$ cat src/rtl/regfile_access_engine.sv
// regfile_access_engine: fills a register-file range from a word stream or dumps
// it as an address/data stream, owning the write port and first read port.
module regfile_access_engine #(
   parameter int ADDR_W = 5,
   parameter int DATA_W = 32
) (
   input  logic              clk,
   input  logic              rst,
   input  logic              cmd_valid,
   output logic              cmd_ready,
   input  logic              cmd_mode,
   input  logic [ADDR_W-1:0] cmd_first,
   input  logic [ADDR_W-1:0] cmd_last,
   input  logic              cmd_abort,
   output logic              rf_enable_write,
   output logic [ADDR_W-1:0] rf_write_address,
   output logic [DATA_W-1:0] rf_write_data,
   output logic [ADDR_W-1:0] rf_read_address,
   input  logic [DATA_W-1:0] rf_read_data,
   input  logic              in_valid,
   output logic              in_ready,
   input  logic [DATA_W-1:0] in_data,
   output logic              out_valid,
   input  logic              out_ready,
   output logic [ADDR_W-1:0] out_addr,
   output logic [DATA_W-1:0] out_data,
   output logic              busy,
   output logic              done,
   output logic              err
);
   localparam logic [1:0] IDLE = 2'd0, DUMP_RD = 2'd1, DUMP_WAIT = 2'd2, FILL = 2'd3;
   logic [1:0]        state;
   logic [ADDR_W-1:0] ptr, last;
   assign cmd_ready        = state == IDLE;
   assign busy             = state != IDLE;
   assign in_ready         = state == FILL;
   assign rf_enable_write  = in_valid & in_ready;
   assign rf_write_address = ptr;
   assign rf_write_data    = in_ready ? in_data : '0;
   assign rf_read_address  = ptr;
   always_ff @(posedge clk or negedge rst) begin
      if (!rst) begin
         state     <= IDLE;
         ptr       <= '0;
         last      <= '0;
         out_valid <= 1'b0;
         out_addr  <= '0;
         out_data  <= '0;
         done      <= 1'b0;
         err       <= 1'b0;
      end else begin
         done <= 1'b0;
         err  <= 1'b0;
         // abort wins over any state action; a same-cycle fill write still lands
         if (state != IDLE && cmd_abort) begin
            state     <= IDLE;
            out_valid <= 1'b0;
         end else begin
            case (state)
               IDLE: if (cmd_valid) begin
                  if (cmd_first > cmd_last) err <= 1'b1;
                  else begin
                     ptr   <= cmd_first;
                     last  <= cmd_last;
                     state <= cmd_mode ? FILL : DUMP_RD;
                  end
               end
               DUMP_RD: begin
                  out_addr  <= ptr;
                  out_data  <= rf_read_data;
                  out_valid <= 1'b1;
                  state     <= DUMP_WAIT;
               end
               DUMP_WAIT: if (out_ready) begin
                  out_valid <= 1'b0;
                  done      <= ptr == last;
                  state     <= ptr == last ? IDLE : DUMP_RD;
                  ptr       <= ptr == last ? ptr : ptr + 1'b1;
               end
               FILL: if (in_valid) begin
                  done  <= ptr == last;
                  state <= ptr == last ? IDLE : FILL;
                  ptr   <= ptr == last ? ptr : ptr + 1'b1;
               end
               default: state <= IDLE;
            endcase
         end
      end
   end
endmodule

$ cat config.mk
export PLATFORM = sky130hd
export DESIGN_NAME = regfile_access_engine
export DESIGN_NICKNAME = d
export VERILOG_FILES = /design/src/rtl/regfile_access_engine.sv
export SDC_FILE = /design/constraint.sdc
export NUM_CORES = 1
export LEC_CHECK = 0
export ABC_AREA = 1
export BUFFER_PORTS_ARGS = -buffer_cell sky130_fd_sc_hd__buf_2
export CAP_MARGIN = 20
export CORE_MARGIN = 10
export CORE_UTILIZATION = 40
export CTS_CLUSTER_DIAMETER = 60
export DETAILED_ROUTE_END_ITERATION = 16
export GPL_ROUTABILITY_DRIVEN = 0
export PLACE_DENSITY = 0.78
export SLEW_MARGIN = 10
export SYNTH_ARGS = -nofsm -noshare
export SYNTH_HDL_FRONTEND = slang
export SYNTH_SLANG_ARGS = --single-unit
export TNS_END_PERCENT = 20
$ cat constraint.sdc
create_clock -name clk -period 1.5 [get_ports clk]
set_clock_uncertainty 0.15 [all_clocks]
set_input_delay 0.3 -clock clk [delete_from_list [all_inputs] [get_ports clk]]
set_output_delay 0.3 -clock clk [all_outputs]
set_load 0.02 [all_outputs]
==> results.json <==
{
  "wl_per_cell_um": 15.3,
  "cp-end-kind": "primary output",
  "synth_common_cells": "58 x nand2_1, 53 x inv_1, 52 x dfrtp_1",
  "fmax_mhz": 580,
  "routed_via_density": 4.45,
  "holdCritStartpoint": "rf_read_data[11]",
  "dp_cells": 572,
  "rows": 30,
  "setup.worst_path.class": "reg2out",
  "fin_nets": 577,
  "core_area_um2": 6830,
  "route.antenna.remaining_nets": 0,
  "synth_seq_area_share_pct": 46.2,
  "status": "finished with violations",
  "via_count": 2617,
  "die_width_um": 104,
  "drt-initial-drc-count": 99,
  "worstPathRequired_ps": 1050,
  "cts-root-buf": "clkbuf_8",
  "multi_input_area_um2": 1320,
  "synth_top_area_cell": "dfrtp_1",
  "power.switching_mw": 3.69,
  "maxSlewHeadroom_pct": 81.3,
  "fin_setup_tns_ps": -11340,
  "cts.clk_slew.worst_paths_ps": 100,
  "crit_fanout": 16,
  "numCtsBuffers": 5,
  "p_clk_share_pct": 9.2,
  "final_cell_area_um2": 4340,
  "ff_latch_area_um2": 1300,
  "start_util_pct": 41.3,
  "wl_um": 9010,
  "syn-num-nets": 394,
  "rsz0062_at_grt": "yes",
  "worst_slack_ps": -224,
  "intPower_mw": 4.76,
  "syn_area_per_cell_um2": 9.18,
  "setup_viol_count_final": 76,
  "yosysUniqueCellTypes": 25,
  "power_density_nw_per_um2": 1950,
  "design.die.area_um2": 10800,
  "clk_latency_ps": 290,
  "max_cap_viol_count": 0,
  "areaGrowthSynthToFinish_pct": 53.9,
  "swShare_pct": 43.6,
  "synthTopCellsByArea": "dfrtp_1 46%, mux2_4 15%, nand2_1 7.7%",
  "final_layout_size_suffix_gt1_share_pct": 54.8,
  "grt.total_usage_pct": 16.0,
  "yosysMostFrequentCell": "nand2_1",
  "ys.flop_type": "dfrtp_1",
  "ios": 167,
  "startpoint_type": "register",
  "grt_max_degree": 53,
  "instances_no_fill": 588,
  "postSynthCellCount": 307,
  "grt_pass1_wl_um": 14500,
  "clock_path_buffers": 2,
  "violations": "negative setup slack",
  "fill_cells": 580,
  "whs_ps": 80.0,
  "netlist.area_leader.share_pct": 46.2,
  "vdd_drop_max_uv": 883,
  "drc_errors": 0,
  "die_y_um": 104,
  "grt_pass1_vias": 2874,
  "synthesis.area_um2": 2820,
  "dpl_cell_area_um2": 3900,
  "total_leakage_power_nw": 2.55,
  "critPathLaunch": "state[1]",
  "layout_min_cycle_time_ps": 1720,
  "power_mw": 8.45,
  "htreeDepth": 2,
  "hpwlAfterDp_um": 6780,
  "antenna_found_initial": 1,
  "arrival_ps": 1270,
  "grt_overflow": 0,
  "fin_crit_sh_pct": 115,
  "tightestPinTransition_ps": 280,
  "cts_sinks": 52,
  "post-route-util_pct": 63.5,
  "async_reset_ff_share_pct": 100,
  "synth-edff-count": 0,
  "finalMaxSlewViolations": 0,
  "worstReg2RegStart": "state[0]",
  "p_comb_share_pct": 61.2,
  "port_buffers": 166,
  "min_path_type": "in2reg",
  "drtPass1Iterations": 4,
  "ys_seq_elements": 52,
  "dp_slack_ps": -250,
  "yosys_warnings": 0,
  "hold_viol_final": 0,
  "seqPwrFrac_pct": 29.7,
  "cts_tree": "built"
}
cell families after synthesis:
family	Yosys count	synth area share, %
buffers and inverters	72	11.1
XOR/XNOR	3	0.932
multiplexers	32	16.6
AO/OA/AOI/OAI	28	5.28
AND/OR/NAND/NOR	114	17.2
adder cells (fa/ha/maj)	6	2.66
flip-flops	52	46.2
layout by cell type, fill, tap and decap left out, types with 3 or more instances in the layout:
| cell type | instances |
|---|---|
| nand2_4 | 3 |
| nand3_2 | 3 |
| nand3_1 | 5 |
| buf_2 | 126 |
| nand2_1 | 56 |
| inv_1 | 49 |
| buf_12 | 5 |
| mux2_4 | 32 |
| o21ai_0 | 18 |
| buf_4 | 35 |
| clkbuf_8 | 5 |
| o21ai_1 | 6 |
| inv_2 | 7 |
| buf_6 | 22 |
| nor2_1 | 27 |
| nor2_4 | 4 |
| dfrtp_1 | 50 |
| ha_1 | 4 |
| nor2_2 | 13 |
what timing repair did:
item	4_1_cts	5_1_grt
pin swaps	3	2
endpoints found under the setup margin	76	91
buffers inserted	5	0
cloned	1	0
endpoints found under the hold margin	52	0
hold buffers	1	0
gates resized for setup	50	39
final cells by class:
class | instances | area share, %
antenna | 1 | 0.0577
clock buffer | 5 | 1.59
clock inverter | 3 | 0.433
inverter | 58 | 5.13
multi-input combinational | 183 | 30.5
sequential | 52 | 30.0
tap | 96 | 2.77
timing repair buffer | 190 | 29.5
power by group through the flow:
stage | sequential, mW | clock [mW] | combinational [mW]
after floorplan | 3.24 | 0 | 2.31
after global placement | 2.48 | 0 | 4.52
after detailed placement | 2.53 | 0 | 4.58
after CTS | 2.49 | 0.832 | 4.98
after global routing | 2.60 | 0.886 | 5.56
final | 2.51 | 0.774 | 5.17
final timing paths:
path / cells after the start / end / slack, ps
worst max register to register: 7 / out_data[24] / -130
worst min-delay path: 2 / out_data[11] / 80
min in group asynchronous: 3 / out_data[20] / 400
worst max-delay path: 4 / rf_write_data[12] / -220
worst min register to register: 2 / out_addr[1] / 340
max in group asynchronous: 3 / state[1] / 550
worst max-delay path, cell delays in order, from the launching register on:
cell,delay (ps)
dfrtp_2,440
nand2_4,110
buf_12,170
nor2_1,100
buf_4,150
metal layers:
layer / wire, µm / GRT usage (%) / up-vias / share of wire [%]
li1: - / - / 1303 / -
met1: 3830 / 18.8 / 1187 / 43
met2: 4350 / 26.5 / 114 / 48
met3: 672 / 5.45 / 13 / 7.5
met4: 155 / 5.96 / 0 / 1.7
met5: 0 / 0 / - / 0
flip-flops by register name, indices dropped and copies added (netlist names):
name	flops
err	1
out_valid	1
state	2
rf_read_address	5
last	5
out_addr	5
out_data	32
done	1
Power figures use the tool's default switching activity.
